===== src/rtl/mode_sequencer_if.sv =====
// mode_sequencer_if
//   Groups the button, lock and mode-status signals of mode_sequencer.
//   There is no valid/ready handshake here. Buttons are raw, asynchronous and
//   active-low. lock is synchronous to clk. All status outputs are registered:
//   mode_changed and wrapped are single-cycle pulses that coincide with the
//   first cycle in which the new mode_idx/mode_onehot value is presented.
//
//   Signals:
//     btn_next_n   raw button, active-low, steps the mode forward
//     btn_prev_n   raw button, active-low, steps the mode back
//     lock         high discards press events
//     mode_onehot  one-hot current mode (NUM_MODES bits)
//     mode_idx     binary current mode (IDX_W bits)
//     mode_changed one-cycle pulse on each mode change
//     wrapped      one-cycle pulse when that change wrapped around
//
//   Modports:
//     master  stimulus side (drives buttons and lock)
//     slave   sequencer side (drives the mode outputs)
interface mode_sequencer_if #(
    parameter int NUM_MODES = 4,
    parameter int IDX_W     = 2
);
    logic                 btn_next_n;
    logic                 btn_prev_n;
    logic                 lock;
    logic [NUM_MODES-1:0] mode_onehot;
    logic [IDX_W-1:0]     mode_idx;
    logic                 mode_changed;
    logic                 wrapped;

    modport master (
        output btn_next_n, btn_prev_n, lock,
        input  mode_onehot, mode_idx, mode_changed, wrapped
    );

    modport slave (
        input  btn_next_n, btn_prev_n, lock,
        output mode_onehot, mode_idx, mode_changed, wrapped
    );
endinterface


===== src/rtl/mode_sequencer.sv =====
// mode_sequencer
//   Cycles through NUM_MODES modes using two debounced push buttons.
//   Each button goes through a 2-flop synchroniser and its own debouncer.
//   A falling edge of a debounced level is a press event. A next press
//   increments the mode and a prev press decrements it, both with wrap-around.
//   Next and prev presses in the same cycle cancel each other. lock discards
//   press events, but debouncing keeps running while it is high.
//
//   Optional feature: define MODE_SEQ_AUTOREPEAT_EN to enable auto-repeat.
//   While exactly one button stays pressed and lock is low, an extra event of
//   that direction fires every REPEAT_CYCLES cycles after the press event.
//   With the macro undefined, each press gives exactly one event.
//
//   Ports:
//     clk    system clock, rising edge
//     rst_n  asynchronous active-low reset
//     bus    mode_sequencer_if.slave (buttons, lock, mode outputs)
module mode_sequencer #(
    parameter int NUM_MODES       = 4,
    parameter int IDX_W           = 2,
    parameter int DEBOUNCE_CYCLES = 4,
    parameter int REPEAT_CYCLES   = 8
) (
    input  logic             clk,
    input  logic             rst_n,
    mode_sequencer_if.slave  bus
);
    localparam int              DB_W     = $clog2(DEBOUNCE_CYCLES + 1);
    localparam logic [DB_W-1:0] DB_LAST  = DB_W'(DEBOUNCE_CYCLES - 1);
    localparam logic [IDX_W-1:0] LAST_IDX = IDX_W'(NUM_MODES - 1);

    if (NUM_MODES < 2 || NUM_MODES > (1 << IDX_W) || DEBOUNCE_CYCLES < 1 ||
        REPEAT_CYCLES < 2) begin : g_bad_params
        $error("mode_sequencer: illegal parameter combination");
    end

    // Bit 0 is the next button and bit 1 is the prev button throughout.
    // All button levels are active-low (1 = released).
    logic [1:0]      raw_n;
    logic [1:0]      sync1_q, sync1_d;
    logic [1:0]      sync2_q, sync2_d;
    logic [1:0]      deb_q, deb_d;
    logic [1:0]      deb_dly_q, deb_dly_d;
    logic [DB_W-1:0] db_cnt_q [2];
    logic [DB_W-1:0] db_cnt_d [2];
    logic [1:0]      press;
    logic [1:0]      rep_ev;
    logic [1:0]      ev;

    logic [IDX_W-1:0]     idx_q, idx_d;
    logic [NUM_MODES-1:0] onehot_q, onehot_d;
    logic                 changed_q, changed_d;
    logic                 wrapped_q, wrapped_d;

    assign raw_n = {bus.btn_prev_n, bus.btn_next_n};

    // The counter measures how long the synchronised level has disagreed with
    // the debounced level. The flip happens on the mismatch seen with the
    // counter at DEBOUNCE_CYCLES-1, and the counter returns to zero then.
    always_comb begin
        sync1_d   = raw_n;
        sync2_d   = sync1_q;
        deb_dly_d = deb_q;
        deb_d     = deb_q;
        for (int b = 0; b < 2; b++) begin
            db_cnt_d[b] = '0;
            if (sync2_q[b] != deb_q[b]) begin
                if (db_cnt_q[b] == DB_LAST) deb_d[b] = sync2_q[b];
                else                        db_cnt_d[b] = db_cnt_q[b] + DB_W'(1);
            end
        end
    end

    // A press is the one cycle where the debounced level is low and its
    // delayed copy is still high. Releases produce nothing.
    assign press = ~deb_q & deb_dly_q;

`ifdef MODE_SEQ_AUTOREPEAT_EN
    localparam int              RP_W    = $clog2(REPEAT_CYCLES);
    localparam logic [RP_W-1:0] RP_LAST = RP_W'(REPEAT_CYCLES - 1);

    logic [RP_W-1:0] rep_cnt_q, rep_cnt_d;
    logic [1:0]      held;

    // One counter serves both buttons, because at most one can be held
    // exclusively at a time. It clears on the press cycle itself, so the
    // first repeat lands exactly REPEAT_CYCLES cycles after the press event.
    always_comb begin
        held      = ~deb_q & {deb_q[0], deb_q[1]};
        rep_cnt_d = '0;
        rep_ev    = '0;
        if ((|held) && !bus.lock && !(|press)) begin
            if (rep_cnt_q == RP_LAST) rep_ev = held;
            else                      rep_cnt_d = rep_cnt_q + RP_W'(1);
        end
    end

    always_ff @(posedge clk or negedge rst_n) begin
        if (!rst_n) rep_cnt_q <= '0;
        else        rep_cnt_q <= rep_cnt_d;
    end
`else
    assign rep_ev = 2'b00;
`endif

    always_comb begin
        ev        = (press | rep_ev) & {2{~bus.lock}};
        idx_d     = idx_q;
        changed_d = 1'b0;
        wrapped_d = 1'b0;
        if (ev == 2'b01) begin
            changed_d = 1'b1;
            if (idx_q == LAST_IDX) begin
                idx_d     = '0;
                wrapped_d = 1'b1;
            end else begin
                idx_d = idx_q + IDX_W'(1);
            end
        end else if (ev == 2'b10) begin
            changed_d = 1'b1;
            if (idx_q == '0) begin
                idx_d     = LAST_IDX;
                wrapped_d = 1'b1;
            end else begin
                idx_d = idx_q - IDX_W'(1);
            end
        end
        onehot_d        = '0;
        onehot_d[idx_d] = 1'b1;
    end

    always_ff @(posedge clk or negedge rst_n) begin
        if (!rst_n) begin
            sync1_q   <= 2'b11;
            sync2_q   <= 2'b11;
            deb_q     <= 2'b11;
            deb_dly_q <= 2'b11;
            db_cnt_q  <= '{default: '0};
            idx_q     <= '0;
            onehot_q  <= NUM_MODES'(1);
            changed_q <= 1'b0;
            wrapped_q <= 1'b0;
        end else begin
            sync1_q   <= sync1_d;
            sync2_q   <= sync2_d;
            deb_q     <= deb_d;
            deb_dly_q <= deb_dly_d;
            db_cnt_q  <= db_cnt_d;
            idx_q     <= idx_d;
            onehot_q  <= onehot_d;
            changed_q <= changed_d;
            wrapped_q <= wrapped_d;
        end
    end

    assign bus.mode_idx     = idx_q;
    assign bus.mode_onehot  = onehot_q;
    assign bus.mode_changed = changed_q;
    assign bus.wrapped      = wrapped_q;
endmodule

===== src/flat_wrapper.sv =====
// flat-port wrapper written by rule: the top's interface ports become plain ports
module mode_sequencer_flat 
#(
    parameter int NUM_MODES       = 4,
    parameter int IDX_W           = 2,
    parameter int DEBOUNCE_CYCLES = 4,
    parameter int REPEAT_CYCLES   = 8
)
  (clk, rst_n, bus_btn_next_n, bus_btn_prev_n, bus_lock, bus_mode_onehot, bus_mode_idx, bus_mode_changed, bus_wrapped);
  mode_sequencer_if #(.NUM_MODES(NUM_MODES), .IDX_W(IDX_W)) bus_i ();
  input  logic clk;
  input  logic rst_n;
  input wire logic [$bits(bus_i.btn_next_n)-1:0] bus_btn_next_n;
  input wire logic [$bits(bus_i.btn_prev_n)-1:0] bus_btn_prev_n;
  input wire logic [$bits(bus_i.lock)-1:0] bus_lock;
  output wire logic [$bits(bus_i.mode_onehot)-1:0] bus_mode_onehot;
  output wire logic [$bits(bus_i.mode_idx)-1:0] bus_mode_idx;
  output wire logic [$bits(bus_i.mode_changed)-1:0] bus_mode_changed;
  output wire logic [$bits(bus_i.wrapped)-1:0] bus_wrapped;
  assign bus_i.btn_next_n = bus_btn_next_n;
  assign bus_i.btn_prev_n = bus_btn_prev_n;
  assign bus_i.lock = bus_lock;
  assign bus_mode_onehot = bus_i.mode_onehot;
  assign bus_mode_idx = bus_i.mode_idx;
  assign bus_mode_changed = bus_i.mode_changed;
  assign bus_wrapped = bus_i.wrapped;
  mode_sequencer #(.NUM_MODES(NUM_MODES), .IDX_W(IDX_W), .DEBOUNCE_CYCLES(DEBOUNCE_CYCLES), .REPEAT_CYCLES(REPEAT_CYCLES)) u_core (.clk(clk), .rst_n(rst_n), .bus(bus_i));
endmodule

===== config.mk =====
export PLATFORM = sky130hd
export DESIGN_NAME = mode_sequencer_flat
export DESIGN_NICKNAME = d
export VERILOG_FILES = /design/src/rtl/mode_sequencer_if.sv /design/src/rtl/mode_sequencer.sv /design/src/flat_wrapper.sv
export SDC_FILE = /design/constraint.sdc
export NUM_CORES = 1
export LEC_CHECK = 0
export ABC_CLOCK_PERIOD_IN_PS = 3500
export BUFFER_PORTS_ARGS = -buffer_cell sky130_fd_sc_hd__buf_2
export CAP_MARGIN = 20
export CORE_MARGIN = 8
export CORE_UTILIZATION = 55
export CTS_CLUSTER_SIZE = 14
export DETAILED_ROUTE_END_ITERATION = 7
export HOLD_SLACK_MARGIN = 0.12
export PLACE_DENSITY = 0.77
export SKIP_LAST_GASP = 1
export SYNTH_ARGS = -nofsm -noshare
export SYNTH_HDL_FRONTEND = slang
export SYNTH_SLANG_ARGS = --single-unit

===== constraint.sdc =====
create_clock -name clk -period 3.5 [get_ports clk]
set_input_delay 0.35 -clock clk [delete_from_list [all_inputs] [get_ports clk]]
set_output_delay 0.35 -clock clk [all_outputs]
set_load 0.05 [all_outputs]

== Word level (Yosys, flattened, before mapping) ==
Cells that the tools add are included.

* Register bits: 22
* Input port bits: 5
* Output and inout bits: 8

* $add $sub $neg: 4
* Magnitude comparators: 2
* Eq/ne operators: 7
* Multiplexer cells: 16
* Bitwise logic cells: 4
* Reduce and logical (&&, ||, !) cells: 4

{| class="wikitable"
|+ Operators by type and width
! kind !! number
|-
| 3-bit two-way mux || 4
|-
| 2-bit two-way mux || 4
|-
| 1-bit two-way mux || 7
|-
| 3-bit by 1-bit adder with 3-bit output, second input constant || 2
|-
| 3-bit by 2-bit == test with 1-bit output, second input constant || 2
|-
| 2-bit AND || 2
|-
| 2-bit == test, second input constant || 2
|-
| 2-bit AND reduction || 2
|-
| 2-bit by 3-bit < comparator with 1-bit output, second input constant || 1
|-
| 2-bit by 1-bit adder with 2-bit output, second input constant || 1
|-
| 1-bit demux with 2-bit select || 1
|-
| 2-bit by 1-bit == test with 1-bit output, second input constant || 1
|-
| 2-bit by 1-bit >= comparator with 1-bit output, second input constant || 1
|-
| 2-bit logical NOT || 1
|-
| 1-bit != test || 2
|-
| 2-bit NOT || 1
|-
| 2-bit by 1-bit subtractor with 2-bit output, second input constant || 1
|-
| 1-bit logical AND || 1
|-
| 1-bit NOT || 1
|}

== Depth between registers and ports, before layout ==
* Word-level depth: 10
* Depth in mapped cells: 7
* Mapped depth without buffers: 7

== Worst setup path before layout ==
No wires, ideal clock.

* Kind: flip-flop to flip-flop
* Start: register u_core.deb_dly_q[1]
* End: register u_core.onehot_q[3] (netlist: u_core.bus.mode_onehot[3])
* Library setup time: 0.120 ns
* Arrival time: 1.593 ns
* Data required time: 3.380 ns
* Setup slack: 1.787 ns
* Cell stages (with the launch flop): 5
* Path buffers: 0
* Clock period less this slack: 1.713 ns
* Cells stage by stage: dfstp_2 > or3b_1 > ha_1 > o31a_1 > and3_1

* Word-level cells in the longest chain between the ends: 9
* Elaborated cells on any way between the ends: 11

{| class="wikitable"
|+ RTL lines
! what !! RTL line !! source
|-
| start, declared || mode_sequencer.sv:43 || <nowiki>logic [1:0] deb_dly_q, deb_dly_d;</nowiki>
|-
| start signal, assigned || mode_sequencer.sv:147 || <nowiki>deb_dly_q <= deb_dly_d;</nowiki>
|-
| 2-bit AND * || mode_sequencer.sv:76 || <nowiki>assign press = ~deb_q & deb_dly_q;</nowiki>
|-
| 2-bit AND * || mode_sequencer.sv:107 || <nowiki>ev = (press | rep_ev) & {2{~bus.lock}};</nowiki>
|-
| 2-bit == test || mode_sequencer.sv:119 || <nowiki>end else if (ev == 2'b10) begin</nowiki>
|-
| 2-bit two-way mux || mode_sequencer.sv:119 ||
|-
| 2-bit two-way mux * || mode_sequencer.sv:111 || <nowiki>if (ev == 2'b01) begin</nowiki>
|-
| net u_core.idx_d[1] || mode_sequencer.sv:50 || <nowiki>logic [IDX_W-1:0] idx_q, idx_d;</nowiki>
|-
| 2-bit by 3-bit < comparator with 1-bit output (not written as such) / 2-bit by 1-bit >= comparator with 1-bit output (equally long branches) || mode_sequencer.sv:129 || <nowiki>onehot_d[idx_d] = 1'b1;</nowiki>
|-
| 1-bit logical AND (not written as such) || mode_sequencer.sv:129 ||
|-
| 1-bit two-way mux (not written as such) || mode_sequencer.sv:129 ||
|-
| 1-bit demux with 2-bit select * || - ||
|-
| net u_core.onehot_d[3] || mode_sequencer.sv:51 || <nowiki>logic [NUM_MODES-1:0] onehot_q, onehot_d;</nowiki>
|-
| end signal, assigned || mode_sequencer.sv:150 || <nowiki>onehot_q <= onehot_d;</nowiki>
|-
| end, declared || mode_sequencer.sv:51 ||
|}

Mark *: on every way through the listed nets, which the timed path passes. The rest lies on a longest branch.
A chain may end at the register's enable or synchronous reset.

== Worst setup path in the final report ==
* Start: register u_core.deb_dly_q[1]
* End: register u_core.onehot_q[1] (netlist: u_core.bus.mode_onehot[1])

Same word-level chain as after synthesis.

==> metrics.yaml <==
layout:
  final_common_cell: "dfrtp_1"
  area_growth_syn_to_layout_pct: 17.08
  fin_cells: 98
  drive_gt1_share_pct: 32.93
  antenna_cells: 0
  fin_area_um2: 1003
  final_cell_mix: "13 x dfrtp_1, 12 x buf_2, 9 x dfstp_2"
  fillers: 102
  nets: 94
setup_path:
  crit_path_end_kind: "register"
  worst-path-max-fanout: 5
  reg2reg_slack_ns: 1.66
  crit_arrival_ns: 2.04
  worstPathRequired_ns: 3.70
  crit_type: "register to register"
  startpoint_type: "register"
clocking:
  cts_tree: "done"
  holdBufCountCts: 1
  cts_resized: 0
  cts.sinks: 22
  clkSlewWorstSetupHoldPaths_ns: 0.11
  cts_made_buffers: 3
  post-cts-setup-buffers: 0
  htreeDepth: 1
  clock_path_buffers: 2
  clk_latency_ns: 0.29
  cts-root-buf: "clkbuf_4"
sta:
  fmax_mhz: 542.0
  fin_setup_tns_ns: 0
  drv_slew: 0
  tightest_slew_ns: 0.4524
  relSlewSlack_pct: 69.84
  min_period_ns: 1.845
  setup_viol: 0
  rsz0062_at_grt: "false"
  holdWs_ns: 0.3652
  skew_ns: 0.001965
  period_share_pct: 52.71
  hold_viol: 0
route:
  drt_iter0_drc: 7
  postRouteWirelength_mm: 1.160
  remaining_drc_errors: 0
  ant_nets: 0
  dr.pass1.iters: 2
  wl_per_cell_um: 11.84
  num_vias: 510
  vias_per_cell: 5.204
place:
  dpl.cell_count: 91
  dpl-instance-area_um2: 937.1
  dp_hpwl_um: 878.3
  place.port_buffers: 12
  gp_congestion: 0.8081
global_route:
  grt_usage_pct: 8.388
  grt_max_degree: 23
  grt_pass1_vias: 527
  grt_overflow_total: 0
  grt_pass1_wl_mm: 2.125
  antenna_found_initial: 0
synth:
  ys_ff_latch: 22
  synthDistinctLibCells: 21
  seq_area_frac_synth_pct: 65.55
  yosysTopAreaCellShare_pct: 37.96
  synthCells: 63
  synth_area_um2: 857.1
  yosysWarnings: 0
  syn_nets: 74
  yosys.area.top_type: "dfrtp_1"
  synth_area_per_cell_um2: 13.60
  ys_top_cells_by_area: "dfrtp_1 38%, dfstp_2 28%, ha_1 8.8%"
floorplan:
  io_pins: 13
  start_util_pct: 57.56
  die_height_um: 55.48
  die_w_um: 55.48
  die-area_um2: 3077
  num_rows: 14
  core_area_um2: 1489
power:
  pwr_density_cell_nw_per_um2: 918.5
  ir_drop_mv: 0.4941
  power_leakage_nw: 0.5045
flow_run:
  cap_violations: 0
status:
  status: "finished clean"
min_path:
  min_path_type: "register to register"
-- layout make-up --
cell class | instances | area, um2 | share of cell area [%]
multi-input combinational | 36 | 276.5 | 27.56
sequential | 22 | 561.8 | 55.99
timing repair buffer | 15 | 90.09 | 8.978
tap | 16 | 20.02 | 1.995
clock buffer | 4 | 36.28 | 3.616
inverter | 5 | 18.77 | 1.870
-- critical path, cell delays in order, from the launching register on --
cell	delay, ns
dfstp_2	0.53
or3b_1	0.36
inv_1	0.07
ha_1	0.21
nor2b_1	0.17
o31a_1	0.22
and3b_1	0.19
-- through the flow --
step                util (%)  total power (W)  setup WS (ns)
floorplan                  -        0.0007083          1.787
global placement       62.94        0.0007846          1.739
detailed placement     62.94        0.0007975          1.684
CTS                    66.05        0.0009317          1.666
global route           67.40        0.0009942          1.501
finish                 67.40        0.0009216          1.655
-- cell usage after synthesis --
cell type,instances
a21boi_1,1
a21oi_1,1
and2_1,1
and3_1,1
and3b_1,1
dfrtp_1,13
dfstp_2,9
ha_1,6
inv_1,5
mux2_2,2
nand2_1,3
nand2b_1,1
nor2_1,1
nor2b_1,6
nor3_1,2
nor3b_1,3
o21ai_0,1
o21ai_1,1
o31a_1,2
or3b_1,1
xnor2_1,2
-- report_power, final --
group          total (W)  internal [W]  switching, W
Sequential      0.000400      0.000359     0.0000415
Combinational   0.000388      0.000135      0.000253
Clock           0.000133     0.0000634     0.0000693
-- cells by family after synthesis --
logic type	Yosys count	share of synthesized area, %
AOI/OAI and AO/OA	6	4.671
xor gates and xnor gates	2	2.044
adders and majority gates	6	8.759
buffers and inverters	5	2.190
DFF	22	65.55
muxes	2	2.628
and+or+nand+nor	20	14.16
-- sequential cells by signal, indices dropped and copies added (netlist names) --
register,cells
u_core.db_cnt_q,6
u_core.bus.wrapped,1
u_core.bus.mode_onehot,4
u_core.deb_dly_d,2
u_core.bus.mode_idx,2
u_core.sync2_q,2
u_core.bus.mode_changed,1
u_core.deb_dly_q,2
u_core.sync1_q,2
-- metal layers --
layer	routed length [um]	track usage (%)
met5	0	0
met4	10	5.282
met3	76	4.110
met2	546	13.14
met1	527	8.743
-- final timing paths --
path / from / end / cells past startpoint
min reg2reg: u_core.sync1_q[0] / u_core.sync2_q[0] / 0
max: u_core.deb_dly_q[1] / u_core.bus.mode_onehot[1] / 6
max reg2reg: u_core.deb_dly_q[1] / u_core.bus.mode_onehot[1] / 6
min: u_core.sync1_q[0] / u_core.sync2_q[0] / 0
max in group asynchronous: rst_n / u_core.sync2_q[0] / 2
min in group asynchronous: rst_n / u_core.bus.mode_onehot[1] / 2
Power figures use the tool's default switching activity.
